--- src/rtl/mc14599_latch.sv ---
// Addressable output latch for the MC14500B ICU: latch, demux, toggle and
// timed-pulse writes, with synchronous clear-all and addressed readback.
module mc14599_latch #(
    parameter int WIDTH     = 8,
    parameter int AW        = 3,
    parameter int PULSE_LEN = 4,
    parameter int CW        = 3
) (
    input  logic             clk,
    input  logic             rst,
    input  logic             clr,
    input  logic             wd,
    input  logic [1:0]       mode,
    input  logic [AW-1:0]    a,
    input  logic             dat,
    output logic [WIDTH-1:0] q,
    output logic             rd,
    output logic             busy
);

    localparam logic [1:0] MODE_LATCH  = 2'b00;
    localparam logic [1:0] MODE_DEMUX  = 2'b01;
    localparam logic [1:0] MODE_TOGGLE = 2'b10;
    localparam logic [1:0] MODE_PULSE  = 2'b11;

    localparam logic [CW-1:0] CNT_ONE  = CW'(1);
    localparam logic [CW-1:0] CNT_LOAD = CW'(PULSE_LEN);

    logic [WIDTH-1:0]         q_q, q_d;
    logic [WIDTH-1:0][CW-1:0] cnt_q, cnt_d;

    always_comb begin
        q_d   = q_q;
        cnt_d = cnt_q;

        // Background expiry; an addressed write below overrides its own bit.
        for (int i = 0; i < WIDTH; i++) begin
            if (cnt_q[i] != '0) begin
                cnt_d[i] = cnt_q[i] - CNT_ONE;
                if (cnt_q[i] == CNT_ONE) begin
                    q_d[i] = 1'b0;
                end
            end
        end

        if (clr) begin
            q_d   = '0;
            cnt_d = '0;
        end else if (!wd) begin
            unique case (mode)
                MODE_LATCH: begin
                    cnt_d[a] = '0;
                    q_d[a]   = dat;
                end
                MODE_DEMUX: begin
                    q_d      = '0;
                    cnt_d    = '0;
                    q_d[a]   = dat;
                end
                MODE_TOGGLE: begin
                    cnt_d[a] = '0;
                    q_d[a]   = dat ? ~q_q[a] : q_q[a];
                end
                MODE_PULSE: begin
                    q_d[a]   = dat;
                    cnt_d[a] = dat ? CNT_LOAD : '0;
                end
                default: begin
                    q_d = q_q;
                end
            endcase
        end
    end

    always_ff @(posedge clk or posedge rst) begin
        if (rst) begin
            q_q   <= '0;
            cnt_q <= '0;
        end else begin
            q_q   <= q_d;
            cnt_q <= cnt_d;
        end
    end

    assign q    = q_q;
    assign rd   = q_q[a];
    assign busy = |cnt_q;

endmodule

--- config.mk ---
export PLATFORM = sky130hd
export DESIGN_NAME = mc14599_latch
export DESIGN_NICKNAME = d
export VERILOG_FILES = /design/src/rtl/mc14599_latch.sv
export SDC_FILE = /design/constraint.sdc
export NUM_CORES = 1
export LEC_CHECK = 0
export ABC_AREA = 1
export ABC_CLOCK_PERIOD_IN_PS = 3900
export CAP_MARGIN = 20
export CORE_UTILIZATION = 64
export CTS_CLUSTER_SIZE = 24
export DETAILED_ROUTE_END_ITERATION = 16
export PLACE_DENSITY = 0.91
export SYNTH_ARGS = -nofsm -noshare
export SYNTH_HDL_FRONTEND = slang
export SYNTH_SLANG_ARGS = --single-unit
--- constraint.sdc ---
create_clock -name clk -period 3.9 [get_ports clk]
set_input_delay 0.585 -clock clk [delete_from_list [all_inputs] [get_ports clk]]
set_output_delay 0.585 -clock clk [all_outputs]
set_load 0.005 [all_outputs]
# Word-level counts from Yosys, hierarchy flattened

Cells that the tools add are included.

Output and inout bits: 10
Memories: 0
Flip-flop bits (word level): 32
Bits in writable memories: 0
Input port bits: 10
Memory bits (read-only): 0
Logic and storage cells: 88
Bits in latches: 0

Order comparisons: 2
Divide/modulo/power cells: 0
Shift-type cells: 0
Bitwise gates (word level): 4
Muxes and demuxes: 41
$add $sub $neg: 8
Multipliers: 0
Reductions and logical operators: 13
Eq/ne operators: 11

Operators with widths:

| kind                                                | count |
|---|---|
| case mux 24 bit (3 select lines)                    | 1 |
| 2-to-1 mux 24 bit                                   | 2 |
| 2-to-1 mux 3 bit                                    | 10 |
| bitwise AND 24 bit                                  | 1 |
| bitwise mux 24 bit                                  | 1 |
| equality test 3 x 1 -> 1 bit, second input constant | 8 |
| inverter 24 bit                                     | 1 |
| case mux 8 bit (3 select lines)                     | 1 |
| nonzero test 3 bit                                  | 8 |
| OR reduction 24 bit                                 | 1 |
| subtractor 3 x 1 -> 3 bit, second input constant    | 8 |
| 2-to-1 mux 1 bit                                    | 19 |
| bitwise mux 8 bit                                   | 2 |
| 2-to-1 mux 8 bit                                    | 2 |
| demux 3 bit (select 3 bit)                          | 1 |
| bitwise AND 8 bit                                   | 1 |
| equality test 2 bit, second input constant          | 2 |
| < comparator 3 x 4 -> 1 bit, second input constant  | 1 |
| OR reduction 2 bit                                  | 2 |
| binary-select mux 1 bit (select 3 bit)              | 1 |
| demux 1 bit (select 3 bit)                          | 1 |
| >= comparator 3 x 1 -> 1 bit, second input constant | 1 |
| equality test 2 x 1 -> 1 bit, second input constant | 1 |
| zero test 2 bit                                     | 1 |
| 2 further kinds                                     | 2 |

# Longest topological paths before layout

Word-level depth: 9
Gate-level depth with buffers: 14
Mapped depth without buffers: 13

# Least setup slack after synthesis

Ideal clock, no wire load.

Kind: in2reg
Start: input port mode[0]
End: register cnt_q[23] (netlist bit)
Stages on the path: 8
Slack: 2.002 ns
Setup time: 0.136 ns
Arrival: 1.763 ns
Path buffers: 2
Required time: 3.764 ns
Path through: inv_1 > ha_1 > buf_6 > or3_1 > clkbuf_2 > a31oi_1 > nand3b_1 > a21oi_1

RTL lines:

| element              | RTL line | source |
|---|---|---|
| start, declared      | 13       | `input logic [1:0] mode,` |
| end signal, assigned | 81       | `cnt_q <= cnt_d;` |
| end, declared        | 30       | `logic [WIDTH-1:0][CW-1:0] cnt_q, cnt_d;` |

# Worst setup path after layout

Start: input port a[0]
End: output port rd

Cells in the longest elaborated chain, start to end: 2

Ends and longest elaborated chain:

| element                                | RTL line | source |
|---|---|---|
| start, declared                        | 14       | `input logic [AW-1:0] a,` |
| binary-select mux 1 bit (select 3 bit) | 86       | `assign rd = q_q[a];` |
| 2-to-1 mux 1 bit (implied by the code) | 86       |  |
| end, declared                          | 17       | `output logic rd,` |

Every way passes these cells. The select of a mux whose other input is x is not followed.

==> impl_metrics.env <==
export IMPL_tritoncts="done"
export IMPL_final_area_mm2=0.00292
export IMPL_die_w_um=65.9
export IMPL_track_usage_pct=31.4
export IMPL_path_class="in2out"
export IMPL_startpoint_type="input pin"
export IMPL_powerDensity_mw_per_mm2=604
export IMPL_hold_depth=2
export IMPL_fillerInstances=288
export IMPL_synth_edff_count=0
export IMPL_hpwl_um=4480
export IMPL_vias=2393
export IMPL_slew_viol_final=0
export IMPL_r2r_start="q[5]"
export IMPL_finalCritPeriodShare_pct=77.2
export IMPL_wl_met2_um=2820
export IMPL_grt_pass1_vias=2260
export IMPL_via_per_inst=5.81
export IMPL_crit_top_cell="nand2_1"
export IMPL_p_clk_share_pct=20.0
export IMPL_gp_congestion=0.905
export IMPL_timing_rr_end="q[3]"
export IMPL_cts_root_buf="clkbuf_8"
export IMPL_syn_to_final_growth_pct=11.7
export IMPL_ys_top_cells_by_area="dfrtp_1 (31%), ha_1 (13%), nand2_1 (9.0%)"
export IMPL_syn_nets=383
export IMPL_syn_inst=345
export IMPL_dieArea_mm2=0.00434
export IMPL_pin_count=20
export IMPL_chipHeight_um=65.9
export IMPL_rows=22
export IMPL_drive_gt1_share_pct=8.24
export IMPL_first_pass_iters=6
export IMPL_rrSetupSlack_ns=2.31
export IMPL_cts_resized=0
export IMPL_route_detailed_wl_per_inst_um=14.6
export IMPL_place_inst=404
export IMPL_yosys_top_cells_count="nand2_1 (63), inv_1 (49), nor2_1 (43)"
export IMPL_fmax_ghz=0.332
export IMPL_tightest_slew_ns=0.648
export IMPL_cp_max_fo=9
export IMPL_yosysWarnings=0
export IMPL_crit_cells=8
export IMPL_dr_wl_met3_um=410
export IMPL_pwr_share_seq_pct=28.8
export IMPL_clkTransAtPathRegs_ns=0.07
export IMPL_ys_async_sr_fraction_pct=100
export IMPL_ys_ff_latch=32
export IMPL_power_share_combinational_pct=51.3
export IMPL_period_minus_slack_ns=3.01
export IMPL_end_kind="output port"
export IMPL_placed_area_mm2=0.00279
export IMPL_p_leak_nw=1.37
export IMPL_final_nets=401
export IMPL_outcome="complete, no violations"
export IMPL_cts_max_path_buffers=2
export IMPL_yosysTopAreaCell="dfrtp_1"
export IMPL_grt_overflow_total=0
export IMPL_n_antenna_cell=0
export IMPL_relSlewSlack_pct=56.7
export IMPL_cp_data_required_time_ns=3.31
export IMPL_p_sw_w=0.000748
export IMPL_fin_cells=412
export IMPL_crit_arrival_ns=2.43
export IMPL_start_util_pct=68.8
export IMPL_synth_yosys_seq_area_share_pct=30.6
export IMPL_cts_hold_buffers=0
export IMPL_wirelength_um=6000
export IMPL_r2r_cells=11
export IMPL_worstSkewPairLatency_ns=0.29
export IMPL_post_synth_num_cell_types=40
export IMPL_avgSynthCellArea_um2=7.58
export IMPL_crit_chain="clkdlybuf4s50_1, nand2_1, nand2_1, nand2_1, nand2_1, nand2_1, nand2_4, clkdlybuf4s50_1"
export IMPL_wl_met1_um=2610
export IMPL_coreArea_mm2=0.00380
export IMPL_vdd_drop_max_mv=0.380
export IMPL_synth_ff_type="dfrtp_1"
export IMPL_synth_area_mm2=0.00261
export IMPL_antenna_found_initial=0
export IMPL_yosysMostFrequentCell="nand2_1"
export IMPL_min_from="cnt_q[13]"
export IMPL_cts_made_buffers=5
export IMPL_cts_setup_buffers=0
export IMPL_top_layer="met4"
export IMPL_p_sw_share_pct=42.4
export IMPL_synth_top_area_share_pct=30.6
export IMPL_grt_pass1_wl_um=10200
export IMPL_rsz0062_at_grt="false"
export IMPL_ant_nets=0
export IMPL_hold_violations=0
export IMPL_setup_violations=0
export IMPL_clock_sinks=32
export IMPL_htreeDepth=2
export IMPL_slowest_stage="clkdlybuf4s50_1"
export IMPL_fin_ws_ns=0.890
export IMPL_grt_start_max_net_pins=33
export IMPL_hold_path_class="reg2reg"
export IMPL_io_buffer_count=19
export IMPL_pre_cts_ws_ns=0.900
export IMPL_slowest_delay_ns=0.79
export IMPL_cp_top_family="buffers and inverters"
export IMPL_drv_cap=0
export IMPL_internal_power_w=0.00102
export IMPL_hold_path_endpoint="cnt_q[13]"
export IMPL_clock_skew_final_ns=0.00450
export IMPL_post_route_drc_count=0
export IMPL_drt_iter0_markers=177
export IMPL_setup_tns_final_ns=0
export IMPL_path_buf_inv=2
[final cells by class]
class                           instances  area, µm²  share of cell area, %
Multi-Input combinational cell        252       1530                   52.5
Sequential cell                        32        801                   27.4
Inverter                               52        203                   6.94
Timing Repair Buffer                   20        198                   6.77
Clock buffer                            7       96.3                   3.30
Tap cell                               48       60.1                   2.06
Clock inverter                          1       30.0                   1.03
[registers in the layout, summed over array words and instances, names as in the netlist]
signal,cells
cnt_q,24
q,8
[worst min-delay path, stage by stage (launching register included)]
cell,delay (ns)
dfrtp_1,0.38
nor2_1,0.10
a211oi_1,0.05
[cells by family (layout without fill, tap and decap cells)]
group           Yosys count  count (layout)  share of synthesized area [%]
simple gates            152             152                           26.9
xor+xnor                  9               9                           3.02
compound gates           63              63                           15.3
buf+inv                  61              80                           10.8
fa+ha+maj                28              28                           13.4
flops                    32              32                           30.6
[layout by cell type (no fill, tap or decap), drive strengths merged]
master and n:
a31oi 5, o221ai 1, a21oi 17, nor3 8
or2 2, inv 52, o21ai 23, dfrtp 32
nand2 66, o211ai 1, nand4 3, a21boi 4
nor2 47, and2 3, xor2 9, clkbuf 7
bufinv 1, o32ai 4, nor3b 1, a2111oi 4
nor4 4, nand3b 1, clkdlybuf4s50 19, ha 28
a211oi 4, or3 1, buf 1, nand3 16
[worst max-delay path by stage]
stage / from / end / slack (ns)
floorplan: mode[0] / cnt_q[23] / 2.00
global placement: a[0] / rd / 0.95
detailed placement: a[0] / rd / 0.90
CTS: a[0] / rd / 0.89
global route: a[0] / rd / 0.74
finish: a[0] / rd / 0.89
[power groups by stage]
stage | sequential [W] | combinational (W) | clock [W]
after floorplan | 0.000490 | 0.000679 | 0
final | 0.000507 | 0.000904 | 0.000352
after global routing | 0.000519 | 0.00104 | 0.000371
after detailed placement | 0.000513 | 0.000894 | 0
after CTS | 0.000508 | 0.000903 | 0.000359
after global placement | 0.000507 | 0.000844 | 0
[stage by stage]
step | utilization [%] | hold slack, ns | total power (W)
2_1_floorplan | - | 0.539 | 0.00117
3_3_place_gp | 73.5 | 0.555 | 0.00135
3_5_place_dp | 73.5 | 0.564 | 0.00141
4_1_cts | 76.8 | 0.574 | 0.00177
5_1_grt | 76.8 | 0.588 | 0.00193
6_report | 76.8 | 0.569 | 0.00176
[metal layers]
metal	vias to the layer above	track usage [%]
met2	92	50.8
met3	19	8.10
li1	1168	-
met5	-	0
met4	0	13.3
met1	1114	39.4
No activity file was read; power rests on OpenSTA's default activity.
